## src/rtl/c1541_gcr_sector_encoder_if.sv

```systemverilog
// Sector request, sector-cache read port and track-buffer write port of the GCR sector encoder.
interface c1541_gcr_sector_encoder_if;
    logic        start;
    logic [5:0]  track;
    logic [4:0]  sector;
    logic [7:0]  id1;
    logic [7:0]  id2;
    logic [12:0] base_addr;
    logic [7:0]  data_addr;
    logic [7:0]  data_in;
    logic [12:0] out_addr;
    logic [7:0]  out_data;
    logic        out_we;
    logic        busy;
    logic        done;
    logic [12:0] out_len;

    // Track builder / sector cache side
    modport master (
        output start, track, sector, id1, id2, base_addr, data_in,
        input  data_addr, out_addr, out_data, out_we, busy, done, out_len
    );

    // Encoder side
    modport slave (
        input  start, track, sector, id1, id2, base_addr, data_in,
        output data_addr, out_addr, out_data, out_we, busy, done, out_len
    );
endinterface

```

## src/rtl/c1541_gcr_sector_encoder.sv

```systemverilog
// Builds one 1541 sector as raw GCR bytes: sync, header, gap, sync, data, gap.
module c1541_gcr_sector_encoder #(
    parameter int unsigned GAP1_LEN = 9,
    parameter int unsigned GAP2_LEN = 8,
    parameter int unsigned SYNC_LEN = 5
) (
    input  logic clk,
    input  logic reset_n,
    input  logic ce,
    c1541_gcr_sector_encoder_if.slave bus
);
    localparam int unsigned CW       = 9;
    localparam int unsigned AW       = 13;
    localparam int unsigned HDR_RAW  = 8;
    localparam int unsigned DATA_RAW = 260;

    typedef enum logic [2:0] {
        IDLE, SYNC_H, HDR, GAP1, SYNC_D, DATA, GAP2, FIN
    } state_t;

    state_t         state_q, state_d;
    logic [CW-1:0]  cnt_q, cnt_d;          // raw byte index within the current field
    logic           emit_q, emit_d;        // GCR fields: 0 = collecting raw bytes, 1 = emitting
    logic [2:0]     sub_q, sub_d;          // output byte index within a 5-byte group
    logic [23:0]    grp_q, grp_d;          // first three raw bytes of the current group
    logic [39:0]    shift_q, shift_d;      // encoded group, shifted out MSB first
    logic [7:0]     dchk_q, dchk_d;
    logic [5:0]     track_q, track_d;
    logic [4:0]     sector_q, sector_d;
    logic [7:0]     id1_q, id1_d;
    logic [7:0]     id2_q, id2_d;
    logic [7:0]     data_addr_q, data_addr_d;
    logic [AW-1:0]  out_addr_q, out_addr_d;
    logic [7:0]     out_data_q, out_data_d;
    logic           out_we_q, out_we_d;
    logic           busy_q, busy_d;
    logic           done_q, done_d;
    logic [AW-1:0]  out_len_q, out_len_d;
    logic           pend_q, pend_d;        // a byte was written; bump addr/len on next ce

    logic [7:0]     hchk_c;
    logic [7:0]     raw_byte_c;
    logic [CW-1:0]  raw_last_c;
    logic [CW-1:0]  gcr_total_c;

    // Nibble to 5-bit GCR code
    function automatic logic [4:0] gcr5(input logic [3:0] n);
        logic [4:0] c;
        case (n)
            4'h0: c = 5'b01010;
            4'h1: c = 5'b01011;
            4'h2: c = 5'b10010;
            4'h3: c = 5'b10011;
            4'h4: c = 5'b01110;
            4'h5: c = 5'b01111;
            4'h6: c = 5'b10110;
            4'h7: c = 5'b10111;
            4'h8: c = 5'b01001;
            4'h9: c = 5'b11001;
            4'hA: c = 5'b11010;
            4'hB: c = 5'b11011;
            4'hC: c = 5'b01101;
            4'hD: c = 5'b11101;
            4'hE: c = 5'b11110;
            default: c = 5'b10101;
        endcase
        return c;
    endfunction

    // Four raw bytes to 40 GCR bits, high nibble first
    function automatic logic [39:0] gcr40(input logic [31:0] w);
        logic [39:0] g;
        g = '0;
        for (int i = 0; i < 8; i++) begin
            g[5*i +: 5] = gcr5(w[4*i +: 4]);
        end
        return g;
    endfunction

    assign hchk_c = 8'({3'b000, sector_q}) ^ 8'({2'b00, track_q}) ^ id2_q ^ id1_q;
    assign gcr_total_c = (state_q == HDR) ? CW'(HDR_RAW) : CW'(DATA_RAW);

    // Last index of the raw (unencoded) fill fields
    always_comb begin
        raw_last_c = '0;
        case (state_q)
            SYNC_H, SYNC_D: raw_last_c = CW'(SYNC_LEN - 1);
            GAP1:           raw_last_c = CW'(GAP1_LEN - 1);
            GAP2:           raw_last_c = CW'(GAP2_LEN - 1);
            default:        raw_last_c = '0;
        endcase
    end

    // Raw byte feeding the GCR packer for header and data blocks
    always_comb begin
        raw_byte_c = 8'h00;
        if (state_q == HDR) begin
            case (cnt_q[2:0])
                3'd0:    raw_byte_c = 8'h08;
                3'd1:    raw_byte_c = hchk_c;
                3'd2:    raw_byte_c = 8'({3'b000, sector_q});
                3'd3:    raw_byte_c = 8'({2'b00, track_q});
                3'd4:    raw_byte_c = id2_q;
                3'd5:    raw_byte_c = id1_q;
                default: raw_byte_c = 8'h0F;
            endcase
        end else if (cnt_q == CW'(0)) begin
            raw_byte_c = 8'h07;
        end else if (cnt_q <= CW'(256)) begin
            raw_byte_c = bus.data_in;
        end else if (cnt_q == CW'(257)) begin
            raw_byte_c = dchk_q;
        end
    end

    // State register
    always_ff @(posedge clk or negedge reset_n) begin
        if (!reset_n) state_q <= IDLE;
        else          state_q <= state_d;
    end

    // Next-state logic
    always_comb begin
        state_d = state_q;
        if (ce) begin
            case (state_q)
                IDLE:   if (bus.start) state_d = SYNC_H;
                SYNC_H: if (cnt_q == raw_last_c) state_d = HDR;
                HDR:    if (emit_q && sub_q == 3'd4 && cnt_q == gcr_total_c) state_d = GAP1;
                GAP1:   if (cnt_q == raw_last_c) state_d = SYNC_D;
                SYNC_D: if (cnt_q == raw_last_c) state_d = DATA;
                DATA:   if (emit_q && sub_q == 3'd4 && cnt_q == gcr_total_c) state_d = GAP2;
                GAP2:   if (cnt_q == raw_last_c) state_d = FIN;
                FIN:    state_d = IDLE;
                default: state_d = IDLE;
            endcase
        end
    end

    // Datapath and output next values
    always_comb begin
        cnt_d       = cnt_q;
        emit_d      = emit_q;
        sub_d       = sub_q;
        grp_d       = grp_q;
        shift_d     = shift_q;
        dchk_d      = dchk_q;
        track_d     = track_q;
        sector_d    = sector_q;
        id1_d       = id1_q;
        id2_d       = id2_q;
        data_addr_d = data_addr_q;
        out_addr_d  = out_addr_q;
        out_data_d  = out_data_q;
        out_len_d   = out_len_q;
        busy_d      = busy_q;
        pend_d      = pend_q;
        out_we_d    = 1'b0;
        done_d      = 1'b0;
        if (ce) begin
            out_addr_d = pend_q ? AW'(out_addr_q + AW'(1)) : out_addr_q;
            out_len_d  = pend_q ? AW'(out_len_q + AW'(1)) : out_len_q;
            pend_d     = 1'b0;
            case (state_q)
                IDLE: begin
                    if (bus.start) begin
                        track_d     = bus.track;
                        sector_d    = bus.sector;
                        id1_d       = bus.id1;
                        id2_d       = bus.id2;
                        out_addr_d  = bus.base_addr;
                        out_len_d   = '0;
                        busy_d      = 1'b1;
                        dchk_d      = 8'h00;
                        cnt_d       = '0;
                        emit_d      = 1'b0;
                        sub_d       = 3'd0;
                        data_addr_d = 8'h00;
                    end
                end
                SYNC_H, SYNC_D, GAP1, GAP2: begin
                    out_data_d = (state_q == SYNC_H || state_q == SYNC_D) ? 8'hFF : 8'h55;
                    out_we_d   = 1'b1;
                    pend_d     = 1'b1;
                    cnt_d      = (cnt_q == raw_last_c) ? '0 : CW'(cnt_q + CW'(1));
                end
                HDR, DATA: begin
                    if (!emit_q) begin
                        grp_d = {grp_q[15:0], raw_byte_c};
                        cnt_d = CW'(cnt_q + CW'(1));
                        if (state_q == DATA) begin
                            if (cnt_q >= CW'(1) && cnt_q <= CW'(256)) dchk_d = dchk_q ^ bus.data_in;
                            if (cnt_q >= CW'(1) && cnt_q <= CW'(255)) data_addr_d = 8'(cnt_q);
                        end
                        if (cnt_q[1:0] == 2'd3) begin
                            shift_d = gcr40({grp_q, raw_byte_c});
                            emit_d  = 1'b1;
                            sub_d   = 3'd0;
                        end
                    end else begin
                        out_data_d = shift_q[39:32];
                        out_we_d   = 1'b1;
                        pend_d     = 1'b1;
                        shift_d    = {shift_q[31:0], 8'h00};
                        if (sub_q == 3'd4) begin
                            emit_d = 1'b0;
                            sub_d  = 3'd0;
                            if (cnt_q == gcr_total_c) cnt_d = '0;
                        end else begin
                            sub_d = 3'(sub_q + 3'd1);
                        end
                    end
                end
                FIN: begin
                    done_d = 1'b1;
                    busy_d = 1'b0;
                end
                default: ;
            endcase
        end
    end

    // Datapath and output registers
    always_ff @(posedge clk or negedge reset_n) begin
        if (!reset_n) begin
            cnt_q       <= '0;
            emit_q      <= 1'b0;
            sub_q       <= 3'd0;
            grp_q       <= '0;
            shift_q     <= '0;
            dchk_q      <= 8'h00;
            track_q     <= '0;
            sector_q    <= '0;
            id1_q       <= 8'h00;
            id2_q       <= 8'h00;
            data_addr_q <= 8'h00;
            out_addr_q  <= '0;
            out_data_q  <= 8'h00;
            out_we_q    <= 1'b0;
            busy_q      <= 1'b0;
            done_q      <= 1'b0;
            out_len_q   <= '0;
            pend_q      <= 1'b0;
        end else begin
            cnt_q       <= cnt_d;
            emit_q      <= emit_d;
            sub_q       <= sub_d;
            grp_q       <= grp_d;
            shift_q     <= shift_d;
            dchk_q      <= dchk_d;
            track_q     <= track_d;
            sector_q    <= sector_d;
            id1_q       <= id1_d;
            id2_q       <= id2_d;
            data_addr_q <= data_addr_d;
            out_addr_q  <= out_addr_d;
            out_data_q  <= out_data_d;
            out_we_q    <= out_we_d;
            busy_q      <= busy_d;
            done_q      <= done_d;
            out_len_q   <= out_len_d;
            pend_q      <= pend_d;
        end
    end

    assign bus.data_addr = data_addr_q;
    assign bus.out_addr  = out_addr_q;
    assign bus.out_data  = out_data_q;
    assign bus.out_we    = out_we_q;
    assign bus.busy      = busy_q;
    assign bus.done      = done_q;
    assign bus.out_len   = out_len_q;

endmodule

```

## src/flat_wrapper.sv

```systemverilog
// flat-port wrapper written by rule: the top's interface ports become plain ports
module c1541_gcr_sector_encoder_flat 
#(
    parameter int unsigned GAP1_LEN = 9,
    parameter int unsigned GAP2_LEN = 8,
    parameter int unsigned SYNC_LEN = 5
)
  (clk, reset_n, ce, bus_start, bus_track, bus_sector, bus_id1, bus_id2, bus_base_addr, bus_data_in, bus_data_addr, bus_out_addr, bus_out_data, bus_out_we, bus_busy, bus_done, bus_out_len);
  c1541_gcr_sector_encoder_if bus_i ();
  input  logic clk;
  input  logic reset_n;
  input  logic ce;
  input wire logic [$bits(bus_i.start)-1:0] bus_start;
  input wire logic [$bits(bus_i.track)-1:0] bus_track;
  input wire logic [$bits(bus_i.sector)-1:0] bus_sector;
  input wire logic [$bits(bus_i.id1)-1:0] bus_id1;
  input wire logic [$bits(bus_i.id2)-1:0] bus_id2;
  input wire logic [$bits(bus_i.base_addr)-1:0] bus_base_addr;
  input wire logic [$bits(bus_i.data_in)-1:0] bus_data_in;
  output wire logic [$bits(bus_i.data_addr)-1:0] bus_data_addr;
  output wire logic [$bits(bus_i.out_addr)-1:0] bus_out_addr;
  output wire logic [$bits(bus_i.out_data)-1:0] bus_out_data;
  output wire logic [$bits(bus_i.out_we)-1:0] bus_out_we;
  output wire logic [$bits(bus_i.busy)-1:0] bus_busy;
  output wire logic [$bits(bus_i.done)-1:0] bus_done;
  output wire logic [$bits(bus_i.out_len)-1:0] bus_out_len;
  assign bus_i.start = bus_start;
  assign bus_i.track = bus_track;
  assign bus_i.sector = bus_sector;
  assign bus_i.id1 = bus_id1;
  assign bus_i.id2 = bus_id2;
  assign bus_i.base_addr = bus_base_addr;
  assign bus_i.data_in = bus_data_in;
  assign bus_data_addr = bus_i.data_addr;
  assign bus_out_addr = bus_i.out_addr;
  assign bus_out_data = bus_i.out_data;
  assign bus_out_we = bus_i.out_we;
  assign bus_busy = bus_i.busy;
  assign bus_done = bus_i.done;
  assign bus_out_len = bus_i.out_len;
  c1541_gcr_sector_encoder #(.GAP1_LEN(GAP1_LEN), .GAP2_LEN(GAP2_LEN), .SYNC_LEN(SYNC_LEN)) u_core (.clk(clk), .reset_n(reset_n), .ce(ce), .bus(bus_i));
endmodule
```

## config.mk

```make
export PLATFORM = sky130hd
export DESIGN_NAME = c1541_gcr_sector_encoder_flat
export DESIGN_NICKNAME = d
export VERILOG_FILES = /design/src/rtl/c1541_gcr_sector_encoder_if.sv /design/src/rtl/c1541_gcr_sector_encoder.sv /design/src/flat_wrapper.sv
export SDC_FILE = /design/constraint.sdc
export NUM_CORES = 1
export LEC_CHECK = 0
export BUFFER_PORTS_ARGS = -buffer_cell sky130_fd_sc_hd__clkbuf_2
export CAP_MARGIN = 25
export CORE_MARGIN = 2
export CORE_UTILIZATION = 30
export CTS_CLUSTER_DIAMETER = 80
export DETAILED_ROUTE_END_ITERATION = 16
export SYNTH_ARGS = -nofsm -noshare
export SYNTH_HDL_FRONTEND = slang
export SYNTH_SLANG_ARGS = --single-unit
```

## constraint.sdc

```tcl
create_clock -name clk -period 2.9 [get_ports clk]
set_clock_uncertainty 0.05 [all_clocks]
set_input_delay 0.29 -clock clk [delete_from_list [all_inputs] [get_ports clk]]
set_output_delay 0.29 -clock clk [all_outputs]
set_load 0.03 [all_outputs]
```

==> results of run 1 <==
## worst max-delay path: stages (launching register included)
cell and delay, ns:
dfrtp_1 0.52, inv_1 0.11, ha_1 0.27, buf_4 0.20
o41a_2 0.56, a32o_1 0.23, a41oi_1 0.27, nor2b_1 0.11
o31ai_1 0.19
## final cells by class
cell class	instances	share of cell area, %
multi-input cells	646	41.0
flip-flops and latches	161	40.2
repair buffers	126	7.51
well taps	378	4.72
clock buffers	18	4.38
clock inverters	14	1.21
inverters	24	0.899
## power by group
group | internal, mW | leakage, nW | switching [mW]
registers | 3.10 | 2.04 | 0.886
clock network | 1.15 | 0.273 | 1.02
logic | 1.85 | 2.12 | 2.56
## registers in the layout (all words and copies together) (netlist names), 5 cells and up
register,count
u_core.bus.data_addr,8
u_core.bus.out_addr,13
u_core.bus.out_data,8
u_core.bus.out_len,13
u_core.cnt_q,9
u_core.dchk_q,8
u_core.grp_q,24
u_core.id1_q,8
u_core.id2_q,8
u_core.sector_q,5
u_core.shift_q,40
u_core.track_q,6
## placed cells by master, fill, tap and decap left out, types with 5 or more instances in the layout
cell type,instances
nand2_1,131
o21ai_0,81
inv_1,23
a21oi_1,80
mux2i_1,23
a22o_1,11
inv_6,6
xor2_1,11
clkbuf_2,95
xnor2_1,18
dfrtp_1,160
buf_4,26
nand4_1,9
o22ai_1,10
o21ai_1,9
mux2_2,41
nor2b_1,5
nor2_1,41
and3_1,7
ha_1,11
nand3_1,27
nor3_1,11
clkbuf_16,17
or3_1,15
## layer usage
metal	global-route usage (%)	vias up	part of all wire [%]
met4	4.35	0	1.4
met5	0	-	0
met1	20.9	3276	49
met2	22.6	117	46
li1	-	3370	-
met3	3.13	22	3.9
## cell families (layout without fill, tap and decap cells)
family,after synthesis,count (layout),synth area share (%)
AOI/OAI and AO/OA,254,254,18.6
xor gates and xnor gates,29,29,3.01
adders and majority gates,11,11,1.63
buffers and inverters,69,182,3.75
DFF,161,161,47.8
muxes,68,68,8.73
and+or+nand+nor,284,284,16.5
## through the flow
step,hold WS [ns],utilization [%],worst slack [ns]
after floorplan,-0.0556,-,0.245
after global placement,0.359,34.1,0.291
after detailed placement,0.360,34.1,0.277
after CTS,0.0207,36.1,0.243
after global routing,0.0190,36.2,0.0256
final,0.0405,36.2,0.299
## what timing repair did
action,CTS,global route
buffers inserted,0,0
setup endpoints to repair,0,3
endpoints found under the hold margin,79,0
resized for setup,0,2
hold buffers,1,0
## final timing paths
| path | start | endpoint | slack, ns | depth (start not counted) |
|---|---|---|---|---|
| worst min register to register | u_core.shift_q[24]$_DFFE_PN0P_ | u_core.shift_q[24]$_DFFE_PN0P_ | 0.43 | 2 |
| min in group asynchronous | reset_n | u_core.grp_q[16]$_DFFE_PN0P_ | 0.46 | 2 |
| max in group asynchronous | reset_n | u_core.bus.out_addr[12]$_DFFE_PN0P_ | 1.59 | 3 |
| worst min-delay path | bus_id1[7] | u_core.id1_q[7]$_DFFE_PN0P_ | 0.04 | 2 |
| worst max-delay path | u_core.cnt_q[0]$_DFFE_PN0P_ | u_core.shift_q[6]$_DFFE_PN0P_ | 0.30 | 8 |
| worst max register to register | u_core.cnt_q[0]$_DFFE_PN0P_ | u_core.shift_q[6]$_DFFE_PN0P_ | 0.30 | 8 |
==> summary.txt, run 1 <==
STA
  • Slew @ Worst Pin: 0.796 ns
  • Unrepaired setup endpoints after global routing: false
  • Min cycle time layout: 2.60 ns
  • Final Hold Viols: 0
  • Fmax: 384 MHz
  • # setup viols final: 0
  • Setup TNS: 0 ns
  • Final slew viol count: 0
  • Crit share post-route: 89.7%
  • Max_slew headroom: 46.9%

Power and ir drop
  • Power per cell area: 1050 nW/um2
  • Tot Pwr: 10.6 mW
  • VDD IR max: 0.000528 V
  • P_leak: 4.42 nW

Worst setup path
  • Crit Path Max Fanout: 10
  • Worst EP required: 3.18 ns
  • CP Capture Type: register
  • Crit path DAT: 2.88 ns
  • Startpoint Class: register
  • CP Class: reg2reg

Floorplan
  • Die Y-Extent: 172 um
  • Starting Density: 30.5%
  • Total die area: 29500 um2
  • # IOs: 97
  • Core ar.: 27700 um2
  • Die X: 172 um
  • Site Rows: 61

GRT
  • First-pass GRT wire length: 34.7 mm
  • Initial antenna violation count: 0
  • Total gr overflow: 0
  • GRT Total Usage: 14.8%
  • Vias in the first global route: 6596
  • Pin count of the biggest net entering global routing: 82

Detailed routing
  • Total number of vias: 6785
  • DRT iter0 DRCs: 434
  • Post-route ant nets: 0
  • Post-DR vias/cell: 4.96
  • Drt pass-1 iters: 5
  • Final Routed Wirelength: 20.7 mm
  • DRC: 0
  • Routed wire per std cell: 15.1 um

Logic synthesis
  • Synth warnings: 0
  • Synth cell count leaders: dfrtp_1, nand2_1, o21ai_0
  • Cells after Synth: 876
  • Synth top area share: 47.8%
  • Sequential share of the synthesized area: 47.8%
  • Flops & latches, synth: 161
  • EDFF count, synth: 0
  • Synth cell types: 87
  • Biggest area consumer among synthesized cells: dfrtp_1
  • Async set-reset flop share out of synthesis: 100%
  • Synth Net Count: 939
  • Top_reg_cell synth: dfrtp_1
  • Top cells by area, synth: dfrtp_1, nand2_1, mux2_2, o21ai_0, a21oi_1
  • Count leader, synth: dfrtp_1
  • Netlist Area Pre-Place: 8440 um2
  • Syn avg cell area: 9.63 um2

Clocking
  • CTS clk-pin slew, worst paths: 0.08 ns
  • Cts bufs inserted: 17
  • TritonCTS clock tree: yes
  • CTS sink cnt: 161
  • CTS Buffer Depth: 2
  • H-tree depth: 4
  • CTS root buffer: clkbuf_16
  • Clk Latency, worst-skew pair: 0.43 ns

Placed design
  • Area after DPL: 9440 um2
  • Gp weighted congestion: 0.853
  • Post-DP HPWL: 14.8 mm
  • Placed Instances: 1334
  • Buffers on Ports: 96

Cells and area
  • Final Cell Area: 10000 um2
  • Area Growth Syn to Fin: 18.7%
  • NumNets Final: 1039
  • Finished Layout Cells: 1367
  • Area of the multi-input gates: 4110 um2
  • Share of layout cells above drive strength 1: 23.1%
  • Reg area: 4030 um2
  • Fillers: 2799
  • Number of inserted diodes: 0

Job
  • Total of max-cap violations: 0

Hold path
  • Hold crit path type: in2reg

Status
  • Status: finished, final reports clean
No activity file was read; power rests on OpenSTA's default activity.
==> run 2, diff against run 1 <==
- GPL_TIMING_DRIVEN: unset -> 0
==> run 2 against run 1 <==
- hold slack got worse by 0.0093 ns
- setup slack got worse by 0.16 ns
- non-clock buffer count increased by 17
- via count increased by 2.5%
- first-iteration DRC count increased by 7.4%
- largest power group unchanged
==> summary.txt, run 2 (synthesis results as in run 1) <==
Hold path
  • Hold crit path type: in2reg
  • Hold-critical path depth: 2

Power and ir drop
  • VDD IR max: 0.000461 V
  • P_leak: 4.44 nW
  • Power per cell area: 1070 nW/um2
  • Tot Pwr: 10.8 mW

GRT
  • Pin count of the biggest net entering global routing: 105
  • First-pass GRT wire length: 36.4 mm
  • Total gr overflow: 0
  • Vias in the first global route: 6771
  • GRT Total Usage: 15.8%
  • Initial antenna violation count: 0

Detailed routing
  • Post-route ant nets: 0
  • Final Routed Wirelength: 22.3 mm
  • DRT iter0 DRCs: 466
  • Total number of vias: 6952
  • DRC: 0
  • Drt pass-1 iters: 5
  • Post-DR vias/cell: 5.02
  • Routed wire per std cell: 16.1 um

Cells and area
  • Biggest register: u_core.shift_q
  • Final Cell Area: 10100 um2
  • Area Growth Syn to Fin: 19.9%
  • NumNets Final: 1056
  • Most frequent cells in the layout: dfrtp_1, nand2_1, clkbuf_2
  • Fillers: 2816
  • Largest register FFs: 40
  • Number of inserted diodes: 0
  • Share of layout cells above drive strength 1: 22.9%
  • Largest regs: u_core.shift_q (40), u_core.grp_q (24)
  • Most common cell after layout, fill and taps aside: dfrtp_1

Floorplan
  • Starting Density: 30.5%
  • Die Y-Extent: 172 um
  • Die X: 172 um
  • Site Rows: 61
  • Total die area: 29500 um2
  • Core ar.: 27700 um2
  • # IOs: 97

Clocking
  • Cts bufs inserted: 17
  • CTS Buffer Depth: 2
  • H-tree depth: 4
  • CTS clk-pin slew, worst paths: 0.08 ns
  • CTS root buffer: clkbuf_16
  • CTS sink cnt: 161
  • Clk Latency, worst-skew pair: 0.44 ns
  • TritonCTS clock tree: yes
  • # Post-CTS Setup Buffers: 0

Job
  • Total of max-cap violations: 0

Worst setup path
  • CP Capture Type: register
  • FF-to-FF path depth: 10
  • CP Class: reg2reg
  • Crit path DAT: 3.07 ns
  • Startpoint Class: register
  • Crit Path Max Fanout: 10
  • Worst EP required: 3.20 ns
  • Cell Chain, Critical Path: buf_2, clkbuf_4, inv_1, ha_2, nor4bb_4, xnor2_2, nor3_2, nand2_1, or3_1, a21oi_1
  • CP peak stage delay: 0.37 ns
  • Worst path slowest cell: ha_2

STA
  • Final Hold Viols: 0
  • Min cycle time layout: 2.76 ns
  • Hold slack: 0.0312 ns
  • # setup viols final: 0
  • Crit share post-route: 95.3%
  • Fmax: 362 MHz
  • Max_slew headroom: 41.3%
  • Final slew viol count: 0
  • Unrepaired setup endpoints after global routing: false
  • Slew @ Worst Pin: 0.881 ns

Placed design
  • Gp weighted congestion: 0.867
  • Post-DP HPWL: 16.1 mm
  • Buffers on Ports: 96
  • Area after DPL: 9430 um2

Status
  • Status: finished, final reports clean
[run 2: changes by cell type in the layout (fill, tap and decap cells not counted), sizes merged]
cell	delta
clkbuf	+28
buf	-12
bufinv	+1
clkinvlp	-1
inv	+1
[run 2: power by group]
| group | switching [mW] | internal [mW] |
|---|---|---|
| Sequential | 0.814 | 3.10 |
| Combinational | 2.77 | 1.89 |
| Clock | 1.05 | 1.22 |
| Total | 4.64 | 6.21 |
[run 2: timing repair]
action                     CTS  global route
hold endpoints to repair   103             0
hold buffers                 1             0
setup endpoints to repair   19            26
cloned                       0             0
resized for setup            6            16
[run 2: metal layers]
layer / part of all wire, % / GRT usage [%] / vias up
met1: 49 / 22.2 / 3406
met3: 3.7 / 3.13 / 22
met5: 0 / 0 / -
met2: 46 / 24.4 / 133
met4: 1.6 / 4.83 / 0
li1: - / - / 3391
[run 2: stage by stage]
| stage | cells | worst slack (ns) | utilization [%] | setup TNS (ns) |
|---|---|---|---|---|
| floorplan | 876 | 0.245 | - | 0 |
| global placement | 1350 | -1.61 | 33.9 | -261.22 |
| detailed placement | 1351 | -0.310 | 34.0 | -3.63 |
| CTS | 1384 | 0.0248 | 36.3 | 0 |
| global route | 1384 | 0.0474 | 36.5 | 0 |
| finish | 1384 | 0.137 | 36.5 | 0 |
[run 2: area by class of cell]
| type | instances | area [um2] | area share, % |
|---|---|---|---|
| repair buffers | 98 | 527 | 5.21 |
| flip-flops and latches | 161 | 4030 | 39.8 |
| clock inverters | 15 | 163 | 1.61 |
| multi-input cells | 646 | 4180 | 41.3 |
| clock buffers | 17 | 425 | 4.20 |
| plain buffers | 45 | 231 | 2.29 |
| well taps | 378 | 473 | 4.67 |
| inverters | 24 | 90.1 | 0.890 |
[run 2: worst paths after layout]
path / to / start / slack, ns
setup / recovery: u_core.state_q[2]$_DFFE_PN0P_ / u_core.state_q[0]$_DFFE_PN0P_ / 0.14
hold / removal: u_core.id2_q[4]$_DFFE_PN0P_ / bus_id2[4] / 0.03
setup reg to reg: u_core.state_q[2]$_DFFE_PN0P_ / u_core.state_q[0]$_DFFE_PN0P_ / 0.14
hold reg to reg: u_core.shift_q[25]$_DFFE_PN0P_ / u_core.shift_q[25]$_DFFE_PN0P_ / 0.43
max in group asynchronous: u_core.bus.out_addr[3]$_DFFE_PN0P_ / reset_n / 1.52
min in group asynchronous: u_core.grp_q[16]$_DFFE_PN0P_ / reset_n / 0.50
[run 2: critical path: cells and delay by family (launching register included)]
kind | cells | cell delay, ns
AO/OA/AOI/OAI | 1 | 0.15
XOR/XNOR | 1 | 0.13
adder cells (fa/ha/maj) | 1 | 0.37
buffers and inverters | 3 | 0.54
flip-flops | 1 | 0.36
AND/OR/NAND/NOR | 4 | 1.07
==> run 3, diff against run 2 <==
- clock period: 2.9 -> 2.3 ns (I/O delays scaled with it)
==> run 3 against run 2 <==
- the flow now finishes with violations (negative setup slack)
- cell count is 6.1% higher
- total power is 39% higher
- combinational power is 58% higher
- sequential power is 26% higher
- global-route usage is 0.69 points higher
- clock power is 21% higher
- utilization is 4.5 points higher
- hold slack better by 0.024 ns
- critical path depth is 1 higher
- via count is 6.5% higher
- sequential cell count stayed put
- first-iteration DRC count is 17% lower
- critical endpoint is now u_core.cnt_q[2]$_DFFE_PN0P_
==> summary.txt, run 3 (synthesis results as in run 1) <==
Power and ir drop
  • Power per cell area: 1330 nW/um2
  • Reg power frac: 32.8%
  • VDD IR max: 0.000492 V
  • P_leak: 4.99 nW
  • Clk pwr share: 18.2%
  • Switching Share: 42.2%
  • Comb power frac: 49.0%
  • Internal power: 8.71 mW
  • Switching power total: 6.37 mW

Status
  • Status: complete, but fails checks
  • Violated checks: negative setup slack

Worst setup path
  • Crit path DAT: 2.69 ns
  • R2R setup slack: -0.09 ns
  • Crit Path Max Fanout: 5
  • Worst path slowest cell: dfrtp_1
  • Setup crit end: u_core.cnt_q[2]$_DFFE_PN0P_
  • FF-to-FF path depth: 11
  • FF-to-FF End: u_core.cnt_q[2]$_DFFE_PN0P_
  • WP buf/inv: 5
  • Crit-path leading delay family: simple AND/OR/NAND/NOR gates
  • Reg2reg start: u_core.state_q[0]$_DFFE_PN0P_
  • Worst EP required: 2.60 ns
  • CP peak stage delay: 0.37 ns
  • Worst path most repeated cell: buf_4
  • CP Capture Type: register
  • CP Class: reg2reg
  • Cell Chain, Critical Path: buf_6, clkbuf_16, clkinv_8, ha_4, buf_4, buf_4, nand3_1, o311ai_1, or2_4, or3_1, o21ai_1
  • Crit path depth: 11
  • Startpoint Class: register
  • CP Launch Point: u_core.state_q[0]$_DFFE_PN0P_

Floorplan
  • Starting Density: 30.5%
  • Site Rows: 61
  • # IOs: 97
  • Die Y-Extent: 172 um
  • Core ar.: 27700 um2
  • Die X: 172 um
  • Total die area: 29500 um2

Cells and area
  • Final Cell Area: 11400 um2
  • Reg area: 4040 um2
  • Largest regs: u_core.shift_q (40), u_core.grp_q (24)
  • Area of the multi-input gates: 4530 um2
  • Most frequent cells in the layout: dfrtp_1, nand2_1, clkbuf_2
  • Largest register FFs: 40
  • Most common cell after layout, fill and taps aside: dfrtp_1
  • NumNets Final: 1140
  • Fillers: 2679
  • Finished Layout Cells: 1468
  • Number of inserted diodes: 0
  • Biggest register: u_core.shift_q
  • Area Growth Syn to Fin: 34.6%
  • Share of layout cells above drive strength 1: 31.7%

Clocking
  • H-tree depth: 4
  • CTS clk-pin slew, worst paths: 0.07 ns
  • CTS sink cnt: 161
  • CTS Buffer Depth: 2
  • TritonCTS clock tree: yes
  • Clk Latency, worst-skew pair: 0.44 ns
  • CTS root buffer: clkbuf_16
  • Cts bufs inserted: 17

Job
  • Total of max-cap violations: 0

Detailed routing
  • Final Routed Wirelength: 24.2 mm
  • Post-route ant nets: 0
  • Total number of vias: 7404
  • Post-DR vias/cell: 5.04
  • DRC: 0
  • DRT iter0 DRCs: 389
  • Routed wire per std cell: 16.5 um
  • Drt pass-1 iters: 5

Placed design
  • Area after DPL: 9460 um2
  • Gp weighted congestion: 0.853
  • Buffers on Ports: 96
  • Placed Instances: 1351
  • Post-DP HPWL: 16.1 mm

GRT
  • Pin count of the biggest net entering global routing: 84
  • Initial antenna violation count: 0
  • Vias in the first global route: 7141
  • First-pass GRT wire length: 38.0 mm
  • Total gr overflow: 0
  • GRT Total Usage: 16.5%

STA
  • Setup TNS: -0.213 ns
  • Final Hold Viols: 0
  • Max_slew headroom: 47.7%
  • # setup viols final: 6
  • Final slew viol count: 0
  • Slew @ Worst Pin: 0.772 ns
  • Min cycle time layout: 2.39 ns
  • Setup slack after layout: -0.0872 ns
  • Fmax: 419 MHz
  • Crit share post-route: 104%
  • Unrepaired setup endpoints after global routing: true

Hold path
  • Hold crit path type: in2reg
[run 3: worst register-to-register path: stages, from the launching register on]
cell and delay (ns):
dfrtp_1 0.37, buf_6 0.13, clkbuf_16 0.15, clkinv_8 0.04, ha_4 0.20, buf_4 0.14
buf_4 0.12, nand3_1 0.06, o311ai_1 0.23, or2_4 0.36, or3_1 0.37, o21ai_1 0.10
[run 3: repair_timing]
| item | 4_1_cts | 5_1_grt |
|---|---|---|
| setup buffers | 37 | 21 |
| pin swaps | 30 | 30 |
| setup endpoints to repair | 113 | 125 |
| hold buffers | 28 | 0 |
| resized for setup | 70 | 91 |
| gates cloned | 0 | 2 |
| endpoints found under the hold margin | 105 | 0 |
[run 3: worst min path at each step]
stage / start / endpoint / slack (ns) / depth (start not counted)
2_1_floorplan: reset_n / u_core.bus.busy$_DFFE_PN0P_ / -0.12 / 0
3_3_place_gp: u_core.shift_q[25]$_DFFE_PN0P_ / u_core.shift_q[25]$_DFFE_PN0P_ / 0.41 / 2
3_5_place_dp: reset_n / u_core.grp_q[18]$_DFFE_PN0P_ / 0.27 / 1
4_1_cts: bus_base_addr[4] / u_core.bus.out_addr[4]$_DFFE_PN0P_ / 0.03 / 3
5_1_grt: bus_base_addr[12] / u_core.bus.out_addr[12]$_DFFE_PN0P_ / 0.05 / 3
6_report: bus_base_addr[12] / u_core.bus.out_addr[12]$_DFFE_PN0P_ / 0.06 / 3
[run 3: cell type report]
class	count	area share, %
clock inverters	13	1.00
repair buffers	184	11.7
clock buffers	19	3.90
flip-flops and latches	161	35.5
well taps	378	4.16
plain buffers	43	2.91
inverters	24	0.925
multi-input cells	646	39.9
[run 3: metal layers]
| metal | track usage, % | vias up | share of wire, % |
|---|---|---|---|
| met4 | 4.35 | 0 | 1.9 |
| met3 | 3.41 | 30 | 4.3 |
| met1 | 22.6 | 3629 | 46 |
| met5 | 0 | - | 0 |
| met2 | 26.4 | 173 | 48 |
| li1 | - | 3572 | - |
[run 3: per-stage QoR]
stage	power (mW)	utilization, %	hold WS [ns]	setup slack, ns
floorplan	9.08	-	-0.116	0.00510
global placement	10.6	34.0	0.410	-2.17
detailed placement	10.8	34.2	0.270	-0.718
CTS	14.4	39.3	0.0336	-0.0405
global route	16.1	41.0	0.0535	-0.163
finish	15.1	41.0	0.0554	-0.0872
[run 3: power groups by stage]
stage,combinational [mW],sequential (mW),clock [mW]
floorplan,3.96,5.12,0
global placement,5.69,4.93,0
detailed placement,5.79,4.97,0
CTS,6.65,4.91,2.81
global route,8.10,5.11,2.91
finish,7.38,4.94,2.75
